$ cat src/rtl/lx32_seq_ctrl.sv
// Multi-cycle control sequencer for the lx32 RV32I core: owns the instruction
// register, runs FETCH/DECODE/EXEC/MEM/WB and guards memory handshakes with a watchdog.
module lx32_seq_ctrl #(
  parameter int TIMEOUT_CYCLES = 255,
  parameter int CNT_W          = 8
) (
  input  logic        clk,
  input  logic        rst_n,
  output logic        imem_req,
  input  logic        imem_ready,
  input  logic [31:0] imem_rdata,
  output logic        dmem_req,
  output logic        dmem_we,
  input  logic        dmem_ready,
  input  logic        branch_cond,
  output logic [31:0] ir_o,
  output logic [2:0]  imm_sel,
  output logic        alu_a_sel,
  output logic        alu_b_sel,
  output logic [1:0]  wb_sel,
  output logic        rf_we,
  output logic        pc_we,
  output logic        pc_sel,
  output logic        instret,
  output logic        illegal,
  output logic        bus_err,
  output logic [2:0]  state_o
);

  typedef enum logic [2:0] {
    S_IDLE   = 3'd0,
    S_FETCH  = 3'd1,
    S_DECODE = 3'd2,
    S_EXEC   = 3'd3,
    S_MEM    = 3'd4,
    S_WB     = 3'd5,
    S_HALT   = 3'd6
  } state_t;

  localparam logic [6:0] OPC_LOAD   = 7'b0000011;
  localparam logic [6:0] OPC_STORE  = 7'b0100011;
  localparam logic [6:0] OPC_OPIMM  = 7'b0010011;
  localparam logic [6:0] OPC_LUI    = 7'b0110111;
  localparam logic [6:0] OPC_AUIPC  = 7'b0010111;
  localparam logic [6:0] OPC_JAL    = 7'b1101111;
  localparam logic [6:0] OPC_JALR   = 7'b1100111;
  localparam logic [6:0] OPC_BRANCH = 7'b1100011;

  localparam bit               WD_EN = (TIMEOUT_CYCLES != 0);
  localparam logic [CNT_W-1:0] TMO   = CNT_W'(TIMEOUT_CYCLES);

  function automatic logic [CNT_W-1:0] sat_inc(input logic [CNT_W-1:0] v);
    return (&v) ? v : v + 1'b1;
  endfunction

  state_t           state, state_nx;
  logic [31:0]      ir;
  logic [CNT_W-1:0] cnt;
  logic             illegal_q, bus_err_q;
  logic             ir_ld, set_ill, set_berr, wait_inc;

  logic [6:0] opc;
  logic       is_load, is_store, is_opimm, is_lui, is_auipc, is_jal, is_jalr, is_branch;
  logic       legal, rd_nz, tmo_hit;

  assign opc       = ir[6:0];
  assign is_load   = (opc == OPC_LOAD);
  assign is_store  = (opc == OPC_STORE);
  assign is_opimm  = (opc == OPC_OPIMM);
  assign is_lui    = (opc == OPC_LUI);
  assign is_auipc  = (opc == OPC_AUIPC);
  assign is_jal    = (opc == OPC_JAL);
  assign is_jalr   = (opc == OPC_JALR);
  assign is_branch = (opc == OPC_BRANCH);
  assign legal     = (ir[1:0] == 2'b11) &&
                     (is_load | is_store | is_opimm | is_lui |
                      is_auipc | is_jal | is_jalr | is_branch);
  assign rd_nz     = (ir[11:7] != 5'd0);
  assign tmo_hit   = WD_EN && (cnt == TMO);

  // Datapath steering depends only on the held instruction, never on state
  always_comb begin
    imm_sel   = 3'd0;
    alu_a_sel = 1'b0;
    alu_b_sel = 1'b0;
    wb_sel    = 2'd0;
    if (is_store)               imm_sel = 3'd1;
    else if (is_branch)         imm_sel = 3'd2;
    else if (is_lui | is_auipc) imm_sel = 3'd3;
    else if (is_jal)            imm_sel = 3'd4;
    alu_a_sel = is_auipc | is_jal | is_branch;
    alu_b_sel = legal;
    if (is_load)               wb_sel = 2'd1;
    else if (is_jal | is_jalr) wb_sel = 2'd2;
  end

  always_comb begin
    state_nx = state;
    imem_req = 1'b0;
    dmem_req = 1'b0;
    dmem_we  = 1'b0;
    rf_we    = 1'b0;
    pc_we    = 1'b0;
    pc_sel   = 1'b0;
    instret  = 1'b0;
    ir_ld    = 1'b0;
    set_ill  = 1'b0;
    set_berr = 1'b0;
    wait_inc = 1'b0;
    case (state)
      S_IDLE: state_nx = S_FETCH;
      S_FETCH: begin
        imem_req = 1'b1;
        if (imem_ready) begin
          ir_ld    = 1'b1;
          state_nx = S_DECODE;
        end else if (tmo_hit) begin
          set_berr = 1'b1;
          state_nx = S_HALT;
        end else begin
          wait_inc = 1'b1;
        end
      end
      S_DECODE: begin
        if (legal) begin
          state_nx = S_EXEC;
        end else begin
          set_ill  = 1'b1;
          state_nx = S_HALT;
        end
      end
      S_EXEC: begin
        if (is_branch) begin
          pc_we    = 1'b1;
          pc_sel   = branch_cond;
          instret  = 1'b1;
          state_nx = S_FETCH;
        end else if (is_load | is_store) begin
          state_nx = S_MEM;
        end else begin
          state_nx = S_WB;
        end
      end
      S_MEM: begin
        dmem_req = 1'b1;
        dmem_we  = is_store;
        if (dmem_ready) begin
          if (is_store) begin
            pc_we    = 1'b1;
            instret  = 1'b1;
            state_nx = S_FETCH;
          end else begin
            state_nx = S_WB;
          end
        end else if (tmo_hit) begin
          set_berr = 1'b1;
          state_nx = S_HALT;
        end else begin
          wait_inc = 1'b1;
        end
      end
      S_WB: begin
        rf_we    = rd_nz;
        pc_we    = 1'b1;
        pc_sel   = is_jal | is_jalr;
        instret  = 1'b1;
        state_nx = S_FETCH;
      end
      S_HALT:  state_nx = S_HALT;
      default: state_nx = S_IDLE;
    endcase
  end

  // Wait counter restarts whenever the FSM moves, so each handshake gets a fresh budget
  always_ff @(posedge clk or negedge rst_n) begin
    if (!rst_n) begin
      state     <= S_IDLE;
      ir        <= '0;
      cnt       <= '0;
      illegal_q <= 1'b0;
      bus_err_q <= 1'b0;
    end else begin
      state <= state_nx;
      if (ir_ld)    ir        <= imem_rdata;
      if (set_ill)  illegal_q <= 1'b1;
      if (set_berr) bus_err_q <= 1'b1;
      if (state_nx != state) cnt <= '0;
      else if (wait_inc)     cnt <= sat_inc(cnt);
    end
  end

  assign ir_o    = ir;
  assign illegal = illegal_q;
  assign bus_err = bus_err_q;
  assign state_o = state;

endmodule

$ cat config.mk
export PLATFORM = sky130hd
export DESIGN_NAME = lx32_seq_ctrl
export DESIGN_NICKNAME = d
export VERILOG_FILES = /design/src/rtl/lx32_seq_ctrl.sv
export SDC_FILE = /design/constraint.sdc
export NUM_CORES = 1
export LEC_CHECK = 0
export CORE_AREA = 2 2 71 73
export DETAILED_ROUTE_END_ITERATION = 10
export DIE_AREA = 0 0 73 75
export DONT_BUFFER_PORTS = 1
export GPL_TIMING_DRIVEN = 0
export PLACE_DENSITY = 0.65
export SYNTH_ARGS = -nofsm -noshare
export SYNTH_HDL_FRONTEND = slang
export SYNTH_SLANG_ARGS = --single-unit
$ cat constraint.sdc
create_clock -name clk -period 2.1 [get_ports clk]
set_clock_uncertainty 0.2 [all_clocks]
set_input_delay 0.315 -clock clk [delete_from_list [all_inputs] [get_ports clk]]
set_output_delay 0.315 -clock clk [all_outputs]
set_load 0.05 [all_outputs]
-- Yosys cells after proc, flatten, opt, wreduce, memory -nomap -nowiden
Index checks and enable logic that the tools add are counted.
- register bits: 45
- input bits: 37
- output and inout port bits: 51
- $add $sub $neg: 1
- equality and inequality tests: 18
- muxes and demuxes: 39
- bitwise gates (word level): 11
- reduce and logical (&&, ||, !) cells: 7
- operators with widths (cell ; number):
    2-to-1 mux 3 bit ; 10
    2-to-1 mux 8 bit ; 3
    equality test 7 bit (second input constant) ; 3
    2-to-1 mux 1 bit ; 19
    case mux 3 bit (6 select lines) ; 1
    equality test 7 x 5 -> 1 bit (second input constant) ; 2
    equality test 7 x 6 -> 1 bit (second input constant) ; 2
    OR 1 bit ; 11
    equality test 3 bit (second input constant) ; 3
    adder 8 x 1 -> 8 bit (second input constant) ; 1
    equality test 8 bit (second input constant) ; 1
    AND reduction 8 bit ; 1
    equality test 7 x 2 -> 1 bit (second input constant) ; 1
    equality test 3 x 2 -> 1 bit (second input constant) ; 2
    case mux 1 bit (2 select lines) ; 3
    nonzero test 5 bit ; 1
    2-to-1 mux 2 bit ; 2
    equality test 3 x 1 -> 1 bit (second input constant) ; 1
    zero test 3 bit ; 1
    != test 3 bit ; 1
    case mux 1 bit (3 select lines) ; 1
    equality test 2 bit (second input constant) ; 1
    != test 2 bit (second input constant) ; 1
    AND reduction 2 bit ; 1
    other kinds (3) ; 3

-- Longest topological paths before layout
- depth after elaboration: 14
- mapped depth: 7
- mapped depth without buffers: 6

-- Worst setup path after synthesis
No wires, ideal clock.
- path type: reg2out
- start: register state[2], in the netlist state_o[2]
- end: output port dmem_we
- arrival time: 2804 ps
- required time: 1585 ps
- slack: -1219 ps
- stages on the path, launching flop included: 5
- buffers on the path: 1
- cell sequence: dfrtp_1 > clkbuf_1 > inv_1 > nor3_1 > and4_1
- longest elaborated chain between the ends: 2
- RTL lines (item ; line ; text):
    start: declaration ; 56 ; state_t state, state_nx;
    start signal: assignment ; 183 ; state <= state_nx;
    equality test 3 bit ; 110 ; case (state)
    2-to-1 mux 1 bit ; 110 ;
    end: declaration ; 13 ; output logic dmem_we,
No other way between the ends.

-- Worst setup path in the final report
- start: register ir[4], in the netlist ir_o[4]
- end: output port pc_sel
- longest elaborated chain between the ends: 3
- RTL lines (item ; line ; text):
    start: declaration ; 57 ; logic [31:0] ir;
    start signal: assignment ; 184 ; if (ir_ld) ir <= imem_rdata;
    equality test 7 bit, on equally long branches ; 72, 73, 74 ;
    OR 1 bit / 2-to-1 mux 1 bit (equally long branches) ; 165, 133 ;
    case mux 1 bit (2 select lines) * ; 110 ;
    end: declaration ; 23 ; output logic pc_sel,
Mark *: on every way between the ends. The rest lies on a longest branch, timed or not.

==> impl_results.md <==
* Clk slew on worst S/H paths at 0.09 ns
* Leak pwr at 1.59 nW
* Mapped Avg Cell Area at 11.5 um^2
* DRC at 0
* Pins Over Slew Limit at 0
* Final setup fails at 57
* Yosys reg bits at 45
* Initial antenna violation count at 0
* Drt pass-1 iters at 4
* Final ANT Viol Nets at 0
* CP delay by family, top: simple AND/OR/NAND/NOR gates
* Clock power share at 9.2%
* Sequential Power Share at 43.8%
* H-tree depth at 2
* Worst Slack Setup Final at -0.588 ns
* Ports at 88
* Critical path, cell by cell: buf_6, nand4b_1, buf_6, nor2_4, nand2_2, a21oi_4
* TritonCTS clock tree: yes
* Die Span Y at 75 um
* Final RePlAce weighted congestion at 0.831
* Commonest non-fill, non-tap cell in the layout: dlygate4sd3_1
* RSZ-0062 raised after global routing: true
* Clk root buf: clkbuf_8
* DRT iter0 DRCs at 104
* Max VDD drop at 976 uV
* Pin slew with the least headroom to its limit at 0.826 ns
* CP max stage delay at 0.53 ns
* Post-Route WL at 6670 um
* Fmax at 372 MHz
* Fillers at 264
* Dpl cell area at 2590 um^2
* Sw frac at 51.0%
* Largest net degree at the start of global routing at 46
* Tcrit/Tclk final at 128%
* Starting density of the core at 48.5%
* Status: complete, but fails checks
* Top layer in use: met4
* Later-pin clock latency in the skew report at 0.30 ns
* Input/output buffers at 0
* Min-Delay Path Class: input port to flip-flop
* Slew Limit Headroom at 44.6%
* Maxcap violations at 0
* Post-Syn Nets at 235
* Global-route usage over all layers at 24.1%
* Overflow after GRT at 0
* CP Class: flip-flop to output pin
* Failing checks: setup timing
* Vias in the first global route at 1976
* Wire length on met1 at 2620 um
* Die area at 5480 um^2
* Rows at 25
* Clock buffer depth at 2
* Post-Synthesis Cells at 197
* WP data arrival at 2.17 ns
* Critical Path End Type: output pin
* Min Tclk post-route at 2.69 ns
* Share of post-route cells with drive strength above 1 at 54.8%
* Via count at 1925
* Post-route cell area at 3710 um^2
* Synth unique cells at 49
* Worst endpoint required time at 1.58 ns
* Nets at 309
* First-pass GRT wire length at 10000 um
* Worst Setup Start Kind: flip-flop
* PwrDens at 1800 nW/um^2
* Core Region at 4660 um^2
* Slowest-stage cell, CP: dfrtp_2
* Most common cell on crit path: buf_6
* Worst Path Max Fanout at 5
* DR WL/cell at 20.5 um
* Avg Vias per Cell at 5.90
* WP buf/inv at 2
* Synthesized area at 2260 um^2
* Combinational Power Share at 46.9%
* Area Overhead vs Synth at 64.1%
* Most frequent cells in the layout: dlygate4sd3_1 (34), dfrtp_1 (32), mux2_4 (31), buf_6 (15), buf_4 (15)
* Met2 WL at 3480 um
* Pint at 3.27 mW
* Sequential share of the synthesized area at 49.8%
* Hold Slack at 0.109 ns
* Clk sinks at 45
* Psw at 3.40 mW
* Pre-CTS setup slack at -0.429 ns
* ANT cells at 0
* Yosys warnings at 0
* Die W at 73 um
* Final hold violations at 0
* CTS buffer count at 5
* Post-DP HPWL at 3750 um
* Met3 WL at 474 um
==> cell type report <==
type,instances,area [um^2],area share [%]
timing repair buffer,70,773,20.8
buffer,9,139,3.74
multi-input combinational,134,1450,39.1
inverter,6,27.5,0.741
tap,54,67.6,1.82
clock buffer,7,96.3,2.60
sequential,45,1150,31.0
clock inverter,1,8.76,0.236
==> metal layers <==
metal | vias to the layer above | GRT usage [%]
met5 | - | 0
met4 | 0 | 4.94
met3 | 9 | 7.90
met2 | 88 | 41.5
met1 | 964 | 29.8
li1 | 864 | -
==> sequential cells by signal, indices dropped and copies added, names as in the netlist <==
name	flops
bus_err	1
cnt	8
illegal	1
ir_o	32
state_o	3
==> final timing paths <==
path / start / cells past startpoint / slack (ns) / end
max in group asynchronous: rst_n / 2 / 1.16 / ir_o[10]
worst max-delay path: ir_o[4] / 6 / -0.59 / pc_sel
worst min-delay path: dmem_ready / 3 / 0.11 / state_o[1]
min in group asynchronous: rst_n / 2 / 0.31 / illegal
worst max register to register: state_o[2] / 8 / -0.55 / ir_o[1]
worst min register to register: cnt[7] / 2 / 0.39 / cnt[7]
==> metrics by stage <==
stage	cells	setup TNS (ns)	utilization [%]	total power, mW
3_5_place_dp	251	-15.83	55.5	4.85
5_1_grt	326	-25.26	79.7	6.94
3_3_place_gp	251	-14.99	55.5	4.79
6_report	326	-22.66	79.7	6.67
4_1_cts	315	-24.90	75.0	6.18
2_1_floorplan	197	-7.64	-	4.50
==> worst register-to-register path, stage by stage, from the launching register on <==
cell	delay, ns
dfrtp_2	0.55
buf_8	0.20
buf_12	0.12
nor3_4	0.53
and2_4	0.28
buf_12	0.14
buf_6	0.11
buf_8	0.12
mux2_4	0.30
==> repair_timing <==
item,CTS,global route
pin swaps,12,16
hold buffers,35,0
endpoints found under the hold margin,78,0
gates cloned,3,0
buffers inserted,18,16
resized for setup,48,50
setup endpoints to repair,56,59
==> logic make-up (layout without fill, tap and decap cells) <==
| group | count (synthesis) | in the layout | share of synthesized area [%] |
|---|---|---|---|
| AOI/OAI and AO/OA | 26 | 26 | 8.41 |
| xor gates and xnor gates | 7 | 7 | 2.71 |
| adders and majority gates | 1 | 1 | 0.553 |
| buffers and inverters | 18 | 93 | 4.09 |
| DFF | 45 | 45 | 49.8 |
| muxes | 33 | 33 | 16.6 |
| and+or+nand+nor | 67 | 67 | 17.8 |
==> Yosys cell counts (all sizes together) <==
master,count,area [um^2]
a211oi,1,12.5
nand3,4,25.0
o31ai,1,7.51
nand4b,1,8.76
a21o,1,7.51
clkbuf,3,11.3
o31a,1,8.76
nand4bb,1,11.3
and2,4,25.0
nor4b,1,8.76
a31oi,3,18.8
nand2,9,33.8
ha,1,12.5
dfrtp,45,1130
nand3b,1,7.51
a21oi,5,28.8
o41ai,2,17.5
nor2b,3,18.8
or3,2,12.5
and4bb,1,12.5
mux2,31,353
nor3b,2,15.0
a221oi,1,8.76
mux2i,2,23.8
and3b,1,8.76
nand4,6,37.5
and3,3,18.8
nor3,13,65.1
xor2,7,61.3
o21ai,8,40.0
o311a,2,31.3
or2b,1,7.51
or3b,2,17.5
o22a,1,8.76
nand2b,2,12.5
buf,9,58.8
and4,2,17.5
inv,6,22.5
nor2,6,22.5
or2,1,6.26
or4b,1,10.0
==> power groups by stage <==
stage	sequential, mW	clock, mW	combinational [mW]
floorplan	2.75	0	1.75
global placement	2.85	0	1.94
detailed placement	2.86	0	1.99
CTS	2.88	0.615	2.69
global route	2.98	0.660	3.30
finish	2.92	0.615	3.13
Power figures use the tool's default switching activity.
